===== config.mk =====
export PLATFORM = sky130hd
export DESIGN_NAME = mem_req_arbiter_flat
export DESIGN_NICKNAME = d
export VERILOG_FILES = /design/src/rtl/mem_req_arbiter_pkg.sv /design/src/rtl/mem_req_arbiter_if.sv /design/src/rtl/mem_req_arbiter_src_fifo.sv /design/src/rtl/mem_req_arbiter.sv /design/src/flat_wrapper.sv
export SDC_FILE = /design/constraint.sdc
export NUM_CORES = 1
export LEC_CHECK = 0
export ABC_CLOCK_PERIOD_IN_PS = 2800
export CAP_MARGIN = 20
export CORE_AREA = 2 2 126 128
export CTS_CLUSTER_SIZE = 24
export DETAILED_ROUTE_END_ITERATION = 12
export DIE_AREA = 0 0 128 130
export DONT_BUFFER_PORTS = 1
export PLACE_DENSITY = 0.31
export SETUP_SLACK_MARGIN = 0.5
export SLEW_MARGIN = 20
export SYNTH_ARGS = -nofsm -noshare
export SYNTH_HDL_FRONTEND = slang
export SYNTH_SLANG_ARGS = --single-unit

===== constraint.sdc =====
create_clock -name clk -period 2.8 [get_ports clk]
set_input_delay 0.14 -clock clk [delete_from_list [all_inputs] [get_ports clk]]
set_output_delay 0.14 -clock clk [all_outputs]
set_load 0.02 [all_outputs]

===== src/rtl/mem_req_arbiter_pkg.sv =====
// Shared types for the fetch/data memory-port arbiter.
// Source ids, lock states, FIFO entry layout and default depths.
package mycpu_arb_pkg;

  localparam int DEF_OUTSTANDING = 2;
  localparam int DEF_CNT_W = $clog2(DEF_OUTSTANDING) + 1;

  localparam logic SRC_I = 1'b0;
  localparam logic SRC_D = 1'b1;

  typedef enum logic [1:0] {
    IDLE   = 2'd0,
    LOCK_I = 2'd1,
    LOCK_D = 2'd2
  } lock_e;

  typedef struct packed {
    logic discard;
    logic src;
  } src_ent_t;

endpackage


===== src/rtl/mem_req_arbiter_if.sv =====
// SRAM-like request/response bundle (req/addr_ok, data_ok/rdata).
// master drives the request side, slave answers it.
interface mem_req_arbiter_if;

  logic        req;
  logic        wr;
  logic [1:0]  size;
  logic [31:0] addr;
  logic [3:0]  wstrb;
  logic [31:0] wdata;
  logic        addr_ok;
  logic        data_ok;
  logic [31:0] rdata;

  modport master (
    output req, wr, size, addr, wstrb, wdata,
    input  addr_ok, data_ok, rdata
  );

  modport slave (
    input  req, wr, size, addr, wstrb, wdata,
    output addr_ok, data_ok, rdata
  );

endinterface


===== src/rtl/mem_req_arbiter_src_fifo.sv =====
// In-order source FIFO: {discard, src} per outstanding transaction.
// Ports: push/push_ent, pop, cancel (mark I entries), head, full, empty, count.
module arb_src_fifo
  import mycpu_arb_pkg::*;
#(
  parameter int DEPTH = DEF_OUTSTANDING,
  parameter int CNT_W = DEF_CNT_W
) (
  input  logic             clk,
  input  logic             resetn,
  input  logic             push,
  input  src_ent_t         push_ent,
  input  logic             pop,
  input  logic             cancel,
  output src_ent_t         head,
  output logic             full,
  output logic             empty,
  output logic [CNT_W-1:0] count
);

  localparam int PW = $clog2(DEPTH);

  src_ent_t         mem_q [DEPTH];
  logic [PW-1:0]    wp_q;
  logic [PW-1:0]    rp_q;
  logic [CNT_W-1:0] cnt_q;

  always_ff @(posedge clk or negedge resetn) begin
    if (!resetn) begin
      for (int i = 0; i < DEPTH; i++) begin
        mem_q[i] <= '0;
      end
      wp_q  <= '0;
      rp_q  <= '0;
      cnt_q <= '0;
    end else begin
      // Stale slots may also get marked; they are rewritten on push.
      for (int i = 0; i < DEPTH; i++) begin
        if (cancel && mem_q[i].src == SRC_I) begin
          mem_q[i].discard <= 1'b1;
        end
      end
      if (push) begin
        mem_q[wp_q] <= push_ent;
        wp_q        <= wp_q + 1'b1;
      end
      if (pop) begin
        rp_q <= rp_q + 1'b1;
      end
      cnt_q <= cnt_q + CNT_W'(push) - CNT_W'(pop);
    end
  end

  assign head  = mem_q[rp_q];
  assign full  = (cnt_q == CNT_W'(DEPTH));
  assign empty = (cnt_q == '0);
  assign count = cnt_q;

endmodule


===== src/rtl/mem_req_arbiter.sv =====
// Shares one memory port between fetch (i_bus) and data (d_bus).
// Ports: clk, resetn, cancel, busy; i_bus/d_bus slave, s_bus master.
// ARB_RR_EN: round-robin instead of fixed data-over-fetch priority.
module mem_req_arbiter
  import mycpu_arb_pkg::*;
#(
  parameter int OUTSTANDING = DEF_OUTSTANDING
) (
  input  logic                      clk,
  input  logic                      resetn,
  input  logic                      cancel,
  output logic                      busy,
  mem_req_arbiter_if.slave          i_bus,
  mem_req_arbiter_if.slave          d_bus,
  mem_req_arbiter_if.master         s_bus
);

  localparam int CNT_W = $clog2(OUTSTANDING) + 1;

  lock_e            state_q;
  lock_e            state_d;
  logic             gnt_v;
  logic             gnt_src;
  logic             gnt_d;
  logic             accept;
  logic             pop;
  logic             full;
  logic             empty;
  logic             cxl;
  logic [CNT_W-1:0] count;
  src_ent_t         head;
  src_ent_t         push_ent;

`ifdef ARB_RR_EN
  logic rr_q;

  always_ff @(posedge clk or negedge resetn) begin
    if (!resetn) begin
      rr_q <= SRC_D;
    end else if (accept) begin
      // Priority passes to the side that was not just served.
      rr_q <= ~gnt_src;
    end
  end
`endif

  always_ff @(posedge clk or negedge resetn) begin
    if (!resetn) begin
      state_q <= IDLE;
    end else begin
      state_q <= state_d;
    end
  end

  // Full is taken from the registered count, so a same-cycle pop
  // does not free a slot for this cycle's grant.
  always_comb begin
    state_d = state_q;
    gnt_v   = 1'b0;
    gnt_src = SRC_D;
    if (resetn) begin
      unique case (state_q)
        LOCK_I: begin
          gnt_v   = 1'b1;
          gnt_src = SRC_I;
        end
        LOCK_D: begin
          gnt_v   = 1'b1;
          gnt_src = SRC_D;
        end
        default: begin
          if (!full) begin
`ifdef ARB_RR_EN
            if (d_bus.req && i_bus.req) begin
              gnt_v   = 1'b1;
              gnt_src = rr_q;
            end else if (d_bus.req) begin
              gnt_v   = 1'b1;
              gnt_src = SRC_D;
            end else if (i_bus.req) begin
              gnt_v   = 1'b1;
              gnt_src = SRC_I;
            end
`else
            if (d_bus.req) begin
              gnt_v   = 1'b1;
              gnt_src = SRC_D;
            end else if (i_bus.req) begin
              gnt_v   = 1'b1;
              gnt_src = SRC_I;
            end
`endif
          end
        end
      endcase
      if (state_q == IDLE) begin
        if (gnt_v && !s_bus.addr_ok) begin
          state_d = (gnt_src == SRC_I) ? LOCK_I : LOCK_D;
        end
      end else if (s_bus.addr_ok) begin
        state_d = IDLE;
      end
    end
  end

  assign gnt_d  = gnt_v && (gnt_src == SRC_D);
  assign accept = gnt_v && s_bus.addr_ok;
  assign cxl    = resetn && cancel;
  assign pop    = resetn && s_bus.data_ok && !empty;

  assign push_ent.src     = gnt_src;
  assign push_ent.discard = (gnt_src == SRC_I) && cxl;

  assign s_bus.req   = gnt_v;
  assign s_bus.wr    = gnt_d && d_bus.wr;
  assign s_bus.size  = !gnt_v ? 2'd0 :
                       gnt_d  ? d_bus.size : 2'd2;
  assign s_bus.addr  = !gnt_v ? 32'd0 :
                       gnt_d  ? d_bus.addr : i_bus.addr;
  assign s_bus.wstrb = gnt_d ? d_bus.wstrb : 4'd0;
  assign s_bus.wdata = gnt_d ? d_bus.wdata : 32'd0;

  assign i_bus.addr_ok = accept && (gnt_src == SRC_I);
  assign d_bus.addr_ok = accept && (gnt_src == SRC_D);

  // A cancel in the response cycle also suppresses that fetch.
  assign i_bus.data_ok = pop && (head.src == SRC_I)
                         && !head.discard && !cxl;
  assign d_bus.data_ok = pop && (head.src == SRC_D)
                         && !head.discard;

  assign i_bus.rdata = resetn ? s_bus.rdata : 32'd0;
  assign d_bus.rdata = resetn ? s_bus.rdata : 32'd0;

  assign busy = resetn && ((count != '0) || (state_q != IDLE));

  arb_src_fifo #(
    .DEPTH (OUTSTANDING),
    .CNT_W (CNT_W)
  ) u_fifo (
    .clk      (clk),
    .resetn   (resetn),
    .push     (accept),
    .push_ent (push_ent),
    .pop      (pop),
    .cancel   (cxl),
    .head     (head),
    .full     (full),
    .empty    (empty),
    .count    (count)
  );

endmodule


===== src/flat_wrapper.sv =====
// flat-port wrapper written by rule: the top's interface ports become plain ports
module mem_req_arbiter_flat import mycpu_arb_pkg::*;
#(
  parameter int OUTSTANDING = DEF_OUTSTANDING
)
  (clk, resetn, cancel, busy, i_bus_req, i_bus_wr, i_bus_size, i_bus_addr, i_bus_wstrb, i_bus_wdata, i_bus_addr_ok, i_bus_data_ok, i_bus_rdata, d_bus_req, d_bus_wr, d_bus_size, d_bus_addr, d_bus_wstrb, d_bus_wdata, d_bus_addr_ok, d_bus_data_ok, d_bus_rdata, s_bus_req, s_bus_wr, s_bus_size, s_bus_addr, s_bus_wstrb, s_bus_wdata, s_bus_addr_ok, s_bus_data_ok, s_bus_rdata);
  mem_req_arbiter_if i_bus_i ();
  mem_req_arbiter_if d_bus_i ();
  mem_req_arbiter_if s_bus_i ();
  input  logic clk;
  input  logic resetn;
  input  logic cancel;
  output logic busy;
  input wire logic [$bits(i_bus_i.req)-1:0] i_bus_req;
  input wire logic [$bits(i_bus_i.wr)-1:0] i_bus_wr;
  input wire logic [$bits(i_bus_i.size)-1:0] i_bus_size;
  input wire logic [$bits(i_bus_i.addr)-1:0] i_bus_addr;
  input wire logic [$bits(i_bus_i.wstrb)-1:0] i_bus_wstrb;
  input wire logic [$bits(i_bus_i.wdata)-1:0] i_bus_wdata;
  output wire logic [$bits(i_bus_i.addr_ok)-1:0] i_bus_addr_ok;
  output wire logic [$bits(i_bus_i.data_ok)-1:0] i_bus_data_ok;
  output wire logic [$bits(i_bus_i.rdata)-1:0] i_bus_rdata;
  input wire logic [$bits(d_bus_i.req)-1:0] d_bus_req;
  input wire logic [$bits(d_bus_i.wr)-1:0] d_bus_wr;
  input wire logic [$bits(d_bus_i.size)-1:0] d_bus_size;
  input wire logic [$bits(d_bus_i.addr)-1:0] d_bus_addr;
  input wire logic [$bits(d_bus_i.wstrb)-1:0] d_bus_wstrb;
  input wire logic [$bits(d_bus_i.wdata)-1:0] d_bus_wdata;
  output wire logic [$bits(d_bus_i.addr_ok)-1:0] d_bus_addr_ok;
  output wire logic [$bits(d_bus_i.data_ok)-1:0] d_bus_data_ok;
  output wire logic [$bits(d_bus_i.rdata)-1:0] d_bus_rdata;
  output wire logic [$bits(s_bus_i.req)-1:0] s_bus_req;
  output wire logic [$bits(s_bus_i.wr)-1:0] s_bus_wr;
  output wire logic [$bits(s_bus_i.size)-1:0] s_bus_size;
  output wire logic [$bits(s_bus_i.addr)-1:0] s_bus_addr;
  output wire logic [$bits(s_bus_i.wstrb)-1:0] s_bus_wstrb;
  output wire logic [$bits(s_bus_i.wdata)-1:0] s_bus_wdata;
  input wire logic [$bits(s_bus_i.addr_ok)-1:0] s_bus_addr_ok;
  input wire logic [$bits(s_bus_i.data_ok)-1:0] s_bus_data_ok;
  input wire logic [$bits(s_bus_i.rdata)-1:0] s_bus_rdata;
  assign i_bus_i.req = i_bus_req;
  assign i_bus_i.wr = i_bus_wr;
  assign i_bus_i.size = i_bus_size;
  assign i_bus_i.addr = i_bus_addr;
  assign i_bus_i.wstrb = i_bus_wstrb;
  assign i_bus_i.wdata = i_bus_wdata;
  assign i_bus_addr_ok = i_bus_i.addr_ok;
  assign i_bus_data_ok = i_bus_i.data_ok;
  assign i_bus_rdata = i_bus_i.rdata;
  assign d_bus_i.req = d_bus_req;
  assign d_bus_i.wr = d_bus_wr;
  assign d_bus_i.size = d_bus_size;
  assign d_bus_i.addr = d_bus_addr;
  assign d_bus_i.wstrb = d_bus_wstrb;
  assign d_bus_i.wdata = d_bus_wdata;
  assign d_bus_addr_ok = d_bus_i.addr_ok;
  assign d_bus_data_ok = d_bus_i.data_ok;
  assign d_bus_rdata = d_bus_i.rdata;
  assign s_bus_req = s_bus_i.req;
  assign s_bus_wr = s_bus_i.wr;
  assign s_bus_size = s_bus_i.size;
  assign s_bus_addr = s_bus_i.addr;
  assign s_bus_wstrb = s_bus_i.wstrb;
  assign s_bus_wdata = s_bus_i.wdata;
  assign s_bus_i.addr_ok = s_bus_addr_ok;
  assign s_bus_i.data_ok = s_bus_data_ok;
  assign s_bus_i.rdata = s_bus_rdata;
  mem_req_arbiter #(.OUTSTANDING(OUTSTANDING)) u_core (.clk(clk), .resetn(resetn), .cancel(cancel), .busy(busy), .i_bus(i_bus_i), .d_bus(d_bus_i), .s_bus(s_bus_i));
endmodule

==> flow_metrics.env, run 1 <==
export IMPL_status="finished clean"
export IMPL_io_pins=322
export IMPL_worstHoldPathType="primary input to flip-flop"
export IMPL_fin_util_pct=13.3
export IMPL_synthesis_nets=475
export IMPL_fillCellCount=1775
export IMPL_dpl_cell_area_um2=1900
export IMPL_seq_area_frac_synth_pct=13.5
export IMPL_regArea_um2=250
export IMPL_design_area_um2=2050
export IMPL_grt_pass1_wl_mm=7.80
export IMPL_clk_latency_ps=240
export IMPL_fin_nets=443
export IMPL_cts_sinks=10
export IMPL_path_depth=7
export IMPL_grt_usage_pct=5.96
export IMPL_clockBufferDepth=2
export IMPL_num_antenna_cells=0
export IMPL_multiInputGateArea_um2=1320
export IMPL_syn_area_um2=1860
export IMPL_rows=46
export IMPL_tns_ps=0
export IMPL_tightest_slew_ps=556
export IMPL_die_w_um=128
export IMPL_crit_required_ps=2660
export IMPL_finalSetupViolCount=0
export IMPL_drt_pass1_iterations=4
export IMPL_synthToLayoutAreaGrowth_pct=10.4
export IMPL_cts_tree="yes"
export IMPL_ir_worst_vdd_mv=0.409
export IMPL_vias=1740
export IMPL_wl_per_cell_um=13.2
export IMPL_hpwl_mm=4.85
export IMPL_syn_inst=290
export IMPL_crit_family="simple AND/OR/NAND/NOR gates"
export IMPL_dieArea_um2=16600
export IMPL_drv_cap=0
export IMPL_grt_pass1_vias=1500
export IMPL_slew_limit_headroom_pct=63.0
export IMPL_cts_buffers=3
export IMPL_antenna_left=0
export IMPL_reg2reg_depth=11
export IMPL_arrival_ps=2060
export IMPL_fin_cells=449
export IMPL_min_period_ps=2200
export IMPL_cts_root_buf="clkbuf_16"
export IMPL_fmax_mhz=454
export IMPL_worstHoldPathCells=2
export IMPL_skew_ps=2.55
export IMPL_p_leak_nw=0.811
export IMPL_r2r_setup_slack_ps=610
export IMPL_clk_pin_slew_worst_paths_ps=40
export IMPL_power_density_nw_per_um2=1290
export IMPL_synth_avg_cell_area_um2=6.41
export IMPL_rsz0062_at_grt="true"
export IMPL_io_buffers=0
export IMPL_ys_ff_latch=10
export IMPL_drt_iter0_markers=36
export IMPL_antenna_found_initial=0
export IMPL_path_max_fanout=20
export IMPL_maxSlewViolCount=0
export IMPL_initial_core_util_pct=12.1
export IMPL_overflow=0
export IMPL_ys_warn_count=0
export IMPL_cts_setup_buffers=0
export IMPL_cpPeakStageDelay_ps=390
export IMPL_path_cells="inv_1 -> ha_4 -> nand2b_1 -> o31ai_4 -> nor3_2 -> buf_4 -> and2_1"
export IMPL_worst_setup_path_type="flip-flop to primary output"
export IMPL_hold_viol_final=0
export IMPL_cp_end_kind="primary output"
export IMPL_grt_max_degree=42
export IMPL_htreeDepth=1
export IMPL_die_h_um=130
export IMPL_drive_above_1_share_pct=16.7
export IMPL_drc=0
export IMPL_critPathLaunchType="flip-flop"
export IMPL_viasPerCell=3.88
export IMPL_worst_path_max_delay_cell="dfrtp_1"
export IMPL_period_share_pct=78.7
export IMPL_cp_buffers_inverters=2
export IMPL_gp_congestion=0.687
export IMPL_hold_ws_ps=83.9
export IMPL_yosysUniqueCellTypes=32
export IMPL_drt_wl_total_mm=5.92
export IMPL_dp_cells=444
export IMPL_core_um2=15400
## final cells by class
| type | instances | share of cell area (%) |
|---|---|---|
| Multi-Input combinational cell | 222 | 64.3 |
| Tap cell | 192 | 11.7 |
| Sequential cell | 10 | 12.2 |
| Inverter | 6 | 1.10 |
| Clock buffer | 4 | 4.33 |
| Timing Repair Buffer | 15 | 6.40 |
## path summary, 6_finish.rpt
| path | startpoint | endpoint |
|---|---|---|
| max reg2reg | u_core.state_q[1] | u_core.u_fifo.count[1] |
| max in group asynchronous | resetn | u_core.u_fifo.count[1] |
| max | u_core.state_q[0] | s_bus_wdata[17] |
| min in group asynchronous | resetn | asynchronous set/reset pin |
| min | s_bus_addr_ok | u_core.state_q[1] |
| min reg2reg | u_core.u_fifo.wp_q | u_core.u_fifo.wp_q |
## synth_stat cells (all sizes together)
| cell type | count | share of area [%] |
|---|---|---|
| o31ai | 1 | 1.1 |
| nor3 | 2 | 0.81 |
| o31a | 1 | 0.47 |
| nor2b | 1 | 0.74 |
| a21oi | 34 | 9.2 |
| nor2 | 9 | 1.8 |
| nand2 | 70 | 14 |
| o211ai | 3 | 1.2 |
| mux2 | 4 | 2.6 |
| o21ai | 3 | 0.81 |
| nand3b | 1 | 0.40 |
| dfrtp | 10 | 13 |
| or4 | 2 | 0.81 |
| ha | 4 | 2.7 |
| inv | 6 | 1.2 |
| nor4 | 1 | 0.34 |
| or3 | 1 | 0.61 |
| and2 | 71 | 24 |
| nand2b | 3 | 1.0 |
| clkbuf | 13 | 2.7 |
| mux2i | 2 | 1.1 |
| xnor2 | 3 | 1.4 |
| buf | 39 | 15 |
| o21ba | 1 | 0.54 |
| nor3b | 1 | 0.40 |
| nand3 | 3 | 0.81 |
| or3b | 1 | 0.47 |
## metal layers
layer	vias to the layer above	track usage [%]	routed length (µm)
met5	-	0	0
met4	0	1.81	56
met3	9	1.44	482
met2	135	11.7	3280
met1	770	6.28	2100
li1	826	-	-
## worst reg2reg max path: stages (launching register included)
cell and delay, ps:
dfrtp_1 390, inv_1 90, ha_4 300, o21ba_4 190, nand2b_1 190, inv_2 70
nand2_1 80, ha_1 280, inv_1 40, ha_1 190, xnor2_1 170, xnor2_1 140
## where the power goes
part	switching [W]	internal, W	leakage, nW	total [W]
clock network	0.0000709	0.000215	0.0442	0.000286
logic	0.00142	0.000654	0.651	0.00208
registers	0.0000724	0.000218	0.116	0.000290
## timing repair
item                                   CTS  global route
setup endpoints to repair               71            73
resized for setup                        1            15
hold buffers                             1             0
pin swaps                                0             1
endpoints found under the hold margin   10             0
## placed cells by master (no fill, tap or decap), types with 5 or more instances in the layout
cell type | synthesis | routed
and2_1 | 71 | 71
nand2_1 | 70 | 70
a21oi_1 | 34 | 21
a21oi_2 | 0 | 13
buf_4 | 33 | 12
dfrtp_1 | 10 | 10
nor2_1 | 9 | 9
inv_1 | 6 | 5
## through the flow
step           power [W]  setup WS (ps)
3_3_place_gp     0.00229            493
5_1_grt          0.00288            418
2_1_floorplan    0.00198            533
4_1_cts          0.00262            499
3_5_place_dp     0.00231            514
6_report         0.00265            596
## logic make-up (layout without fill, tap and decap cells)
family,count (synthesis),count (layout),synth area share [%]
simple gates,166,166,46.2
compound gates,43,43,13.3
mux,6,6,3.70
buf+inv,58,25,19.2
xor+xnor,3,3,1.41
flops,10,10,13.5
fa+ha+maj,4,4,2.69
(Power assumes the default switching activity.)
==> run 2, diff against run 1 <==
--- a/config.mk
+++ b/config.mk
@@ -5,7 +5,7 @@
 export SDC_FILE = /design/constraint.sdc
 export NUM_CORES = 1
 export LEC_CHECK = 0
-export ABC_CLOCK_PERIOD_IN_PS = 2800
+export ABC_CLOCK_PERIOD_IN_PS = 2150
 export CAP_MARGIN = 20
 export CORE_AREA = 2 2 126 128
 export CTS_CLUSTER_SIZE = 24
==> constraint.sdc (replaced) <==
create_clock -name clk -period 2.15 [get_ports clk]
set_input_delay 0.1075 -clock clk [delete_from_list [all_inputs] [get_ports clk]]
set_output_delay 0.1075 -clock clk [all_outputs]
set_load 0.02 [all_outputs]
==> run 2 against run 1 <==
Compared with the run above:
- non-clock buffer count grew 32
- power grew 130%
- hold slack lost 29 ps
- largest power group unchanged
==> flow_metrics.env, run 2 (synthesis gave the netlist of run 1 again) <==
export IMPL_num_antenna_cells=0
export IMPL_drt_iter0_markers=43
export IMPL_dp_slack_ps=104
export IMPL_io_buffers=0
export IMPL_cts_sinks=10
export IMPL_regToRegEndpoint="u_core.u_fifo.count[1]"
export IMPL_layout_common_cells="39 x nand2_1, 39 x and2_4, 32 x and2_1"
export IMPL_clockBufferDepth=2
export IMPL_grt_usage_pct=6.54
export IMPL_fin_util_pct=21.2
export IMPL_r2r_setup_slack_ps=150
export IMPL_drc=0
export IMPL_die_w_um=128
export IMPL_viasPerCell=4.10
export IMPL_critPathLaunchType="flip-flop"
export IMPL_rsz0062_at_grt="true"
export IMPL_fin_nets=475
export IMPL_tns_ps=0
export IMPL_cp_end_kind="flip-flop"
export IMPL_overflow=0
export IMPL_path_max_fanout=4
export IMPL_fin_ws_ps=146
export IMPL_cts_root_buf="clkbuf_16"
export IMPL_die_h_um=130
export IMPL_cts_buffers=3
export IMPL_status="finished clean"
export IMPL_htreeDepth=1
export IMPL_finalSetupViolCount=0
export IMPL_power_density_nw_per_um2=1840
export IMPL_clk_pin_slew_worst_paths_ps=40
export IMPL_crit_required_ps=2270
export IMPL_cts_tree="yes"
export IMPL_clk_latency_ps=240
export IMPL_design_area_um2=3270
export IMPL_period_share_pct=93.2
export IMPL_rows=46
export IMPL_fmax_mhz=499
export IMPL_antenna_left=0
export IMPL_startpoint="u_core.state_q[1]"
export IMPL_vias=1967
export IMPL_drv_cap=0
export IMPL_initial_core_util_pct=12.1
export IMPL_r2r_start="u_core.state_q[1]"
export IMPL_grt_pass1_wl_mm=8.76
export IMPL_grt_pass1_vias=1673
export IMPL_power_w=0.00601
export IMPL_reg2reg_depth=11
export IMPL_core_um2=15400
export IMPL_gp_congestion=0.698
export IMPL_grt_max_degree=51
export IMPL_p_leak_nw=1.31
export IMPL_dpl_cell_area_um2=2450
export IMPL_hold_viol_final=0
export IMPL_drive_above_1_share_pct=63.2
export IMPL_maxSlewViolCount=0
export IMPL_tightest_slew_ps=550
export IMPL_io_pins=322
export IMPL_antenna_found_initial=0
export IMPL_synthToLayoutAreaGrowth_pct=76.1
export IMPL_dieArea_um2=16600
export IMPL_min_period_ps=2000
export IMPL_ir_worst_vdd_mv=0.437
export IMPL_cp_endpoint="u_core.u_fifo.count[1]"
export IMPL_skew_ps=3.47
export IMPL_drt_pass1_iterations=4
export IMPL_hp_start="resetn"
export IMPL_slew_limit_headroom_pct=63.5
export IMPL_arrival_ps=2120
export IMPL_hpwl_mm=5.02
export IMPL_worstHoldPathType="primary input to flip-flop"
export IMPL_worst_setup_path_type="flip-flop to flip-flop"
export IMPL_wl_per_cell_um=15.3
export IMPL_drt_wl_total_mm=7.34
run 2: worst min path at each step:
stage	end	cells past startpoint
global route	u_core.u_fifo.mem_q[3]	2
detailed placement	u_core.u_fifo.mem_q[1]	0
global placement	u_core.u_fifo.mem_q[1]	0
CTS	u_core.u_fifo.wp_q	0
floorplan	asynchronous set/reset pin	0
finish	u_core.u_fifo.mem_q[3]	2
run 2: what timing repair did:
action                                  in CTS  in global routing
resized for setup                           18                 68
endpoints found under the setup margin      81                 85
pin swaps                                   11                 55
endpoints found under the hold margin       10                 10
cloned                                       3                  8
setup buffers                               17                  3
run 2: where the power goes:
part           leakage, nW  switching, W  internal [W]  total (W)
sequential           0.114     0.0000991      0.000288   0.000387
clock               0.0370     0.0000862      0.000241   0.000327
combinational         1.16       0.00286       0.00244    0.00530
run 2: stage by stage:
stage / std cells / hold WS (ps)
final: 480 / 54.8
after global routing: 480 / 73.5
after CTS: 468 / -439
after detailed placement: 445 / -187
after global placement: 445 / -187
after floorplan: 290 / -188
run 2: final cells by class:
cell class	count	area (µm²)
multi-input cells	222	2000
inverters	6	30.0
clock buffers	3	75.1
repair buffers	47	681
fillers	1679	12200
flip-flops and latches	10	253
well taps	192	240
run 2: metal layers:
layer	share of wire [%]	wire length, µm	GRT usage, %
met3	8.1	593	1.85
met1	40	2910	7.40
met4	0.48	35	0.840
met2	52	3810	12.5
met5	0	0	0
run 2: worst max-delay path, cell delays in order (launching register included):
cell	delay (ps)
dfrtp_1	370
inv_2	50
ha_4	300
o21ba_4	170
nand2b_4	200
inv_8	80
nand2_4	40
ha_4	250
inv_2	30
ha_4	150
xnor2_2	120
xnor2_1	120
==> run 3, diff against run 2 <==
--- a/config.mk
+++ b/config.mk
@@ -5,7 +5,7 @@
 export SDC_FILE = /design/constraint.sdc
 export NUM_CORES = 1
 export LEC_CHECK = 0
-export ABC_CLOCK_PERIOD_IN_PS = 2150
+export ABC_CLOCK_PERIOD_IN_PS = 2100
 export CAP_MARGIN = 20
 export CORE_AREA = 2 2 126 128
 export CTS_CLUSTER_SIZE = 24
==> constraint.sdc (replaced) <==
create_clock -name clk -period 2.1 [get_ports clk]
set_input_delay 0.105 -clock clk [delete_from_list [all_inputs] [get_ports clk]]
set_output_delay 0.105 -clock clk [all_outputs]
set_load 0.02 [all_outputs]
==> run 3 against run 2 <==
Compared with the run above:
- setup slack got worse by 130 ps
- cell area down 9.8%
- cell count fell by 2.3%
- non-clock buffer count is 12 lower
==> flow_metrics.env, run 3 (synthesis gave the netlist of run 1 again) <==
export IMPL_status="finished clean"
export IMPL_layout_common_cells="60 x nand2_1, 39 x and2_4, 32 x and2_1"
export IMPL_viasPerCell=4.12
export IMPL_met3_length_um=759
export IMPL_worst_setup_path_type="flip-flop to primary output"
export IMPL_highest_layer="met4"
export IMPL_drv_cap=0
export IMPL_cp_end_kind="primary output"
export IMPL_wl_per_cell_um=15.3
export IMPL_tightest_slew_ps=572
export IMPL_antenna_found_initial=0
export IMPL_skew_ps=2.11
export IMPL_htreeDepth=1
export IMPL_crit_required_ps=2000
export IMPL_io_pins=322
export IMPL_overflow=0
export IMPL_arrival_ps=1980
export IMPL_cts_buffers=3
export IMPL_antenna_left=0
export IMPL_drive_above_1_share_pct=53.4
export IMPL_path_max_fanout=8
export IMPL_period_share_pct=99.2
export IMPL_finalSetupViolCount=0
export IMPL_r2r_start="u_core.state_q[0]"
export IMPL_core_um2=15400
export IMPL_grt_usage_pct=6.61
export IMPL_critPathLaunchType="flip-flop"
export IMPL_design_area_um2=2950
export IMPL_die_w_um=128
export IMPL_power_density_nw_per_um2=1850
export IMPL_wl_met2_mm=3.68
export IMPL_hold_viol_final=0
export IMPL_wl_met1_mm=2.62
export IMPL_drc=0
export IMPL_dieArea_um2=16600
export IMPL_synthToLayoutAreaGrowth_pct=58.9
export IMPL_p_switching_w=0.00289
export IMPL_cts_root_buf="clkbuf_16"
export IMPL_cts_sinks=10
export IMPL_grt_pass1_wl_mm=8.70
export IMPL_slew_limit_headroom_pct=62.0
export IMPL_clk_latency_ps=240
export IMPL_grt_max_degree=42
export IMPL_maxSlewViolCount=0
export IMPL_vias=1930
export IMPL_ir_worst_vdd_mv=0.678
export IMPL_swShare_pct=52.8
export IMPL_drt_iter0_markers=21
export IMPL_drt_pass1_iterations=4
export IMPL_startpoint="u_core.state_q[0]"
export IMPL_grt_pass1_vias=1627
export IMPL_p_leak_nw=1.12
export IMPL_num_antenna_cells=0
export IMPL_rows=46
export IMPL_pwr_share_clk_pct=7.1
export IMPL_hpwl_mm=5.31
export IMPL_die_h_um=130
export IMPL_clk_pin_slew_worst_paths_ps=40
export IMPL_fin_nets=463
export IMPL_fmax_mhz=480
export IMPL_rsz0062_at_grt="true"
export IMPL_gp_congestion=0.690
export IMPL_fin_util_pct=19.2
export IMPL_worstHoldPathType="primary input to flip-flop"
export IMPL_pwr_share_seq_pct=6.9
export IMPL_internal_power_w=0.00258
export IMPL_combPwrFrac_pct=86.0
export IMPL_io_buffers=0
export IMPL_hp_start="resetn"
export IMPL_initial_core_util_pct=12.1
export IMPL_final_common_cell="nand2_1"
export IMPL_min_period_ps=2080
export IMPL_dpl_cell_area_um2=2470
export IMPL_cts_tree="yes"
export IMPL_clockBufferDepth=2
export IMPL_drt_wl_total_mm=7.18
run 3: cell types whose count changed in the layout (fill, tap and decap cells not counted), sizes merged:
cell / before / now
buf: 40 / 30
clkbuf: 9 / 8
run 3: metrics by stage:
step | power, W | setup WS [ps] | TNS, ps | instances | hold slack [ps]
floorplan | 0.00373 | -25.0 | -25.0 | 290 | -191
global placement | 0.00418 | -64.9 | -146 | 448 | -190
detailed placement | 0.00424 | -81.8 | -179 | 448 | -190
CTS | 0.00510 | 38.8 | 0 | 463 | 20.8
global route | 0.00583 | -56.3 | -1540 | 469 | 24.1
finish | 0.00548 | 16.4 | 0 | 469 | 24.8
run 3: per-layer routing:
metal | vias up | GRT usage, %
met5 | - | 0
met4 | 0 | 2.00
met3 | 12 | 1.85
met2 | 185 | 12.0
met1 | 867 | 7.56
li1 | 866 | -
run 3: power groups by stage:
stage,clock (W),sequential (W),combinational (W)
2_1_floorplan,0,0.000371,0.00336
3_3_place_gp,0,0.000375,0.00381
3_5_place_dp,0,0.000374,0.00386
4_1_cts,0.000391,0.000372,0.00434
5_1_grt,0.000408,0.000393,0.00503
6_report,0.000386,0.000379,0.00471
run 3: layout make-up:
| class | instances | area, µm² |
|---|---|---|
| clock buffer | 4 | 88.8 |
| timing repair buffer | 35 | 474 |
| sequential | 10 | 251 |
| multi-input combinational | 222 | 1870 |
| tap | 192 | 240 |
| inverter | 6 | 30.0 |
| fill | 1707 | 12500 |
run 3: worst max-delay path, cell delays in order (launching register included):
cell and delay, ps:
dfrtp_1 390, inv_2 80, ha_4 200, buf_6 130
o31a_2 440, buf_12 180, nand2_1 90, a21oi_1 70
buf_4 170
run 3: path summary, 6_finish.rpt:
kind / slack (ps) / end / cells after the start
worst max-delay path: 20 / s_bus_addr[0] / 8
worst min-delay path: 20 / u_core.u_fifo.mem_q[3] / 2
worst min register to register: 530 / u_core.u_fifo.rp_q / 1
max in group asynchronous: 1460 / u_core.u_fifo.rp_q / 1
worst max register to register: 130 / u_core.state_q[0] / 7
min in group asynchronous: 280 / asynchronous set/reset pin / 1
run 3: timing repair:
action / 4_1_cts / 5_1_grt
pin swaps: 5 / 3
resized for setup: 21 / 17
setup endpoints to repair: 83 / 84
setup buffers: 8 / 2
hold buffers: 1 / 0
cloned: 2 / 4
endpoints found under the hold margin: 10 / 0
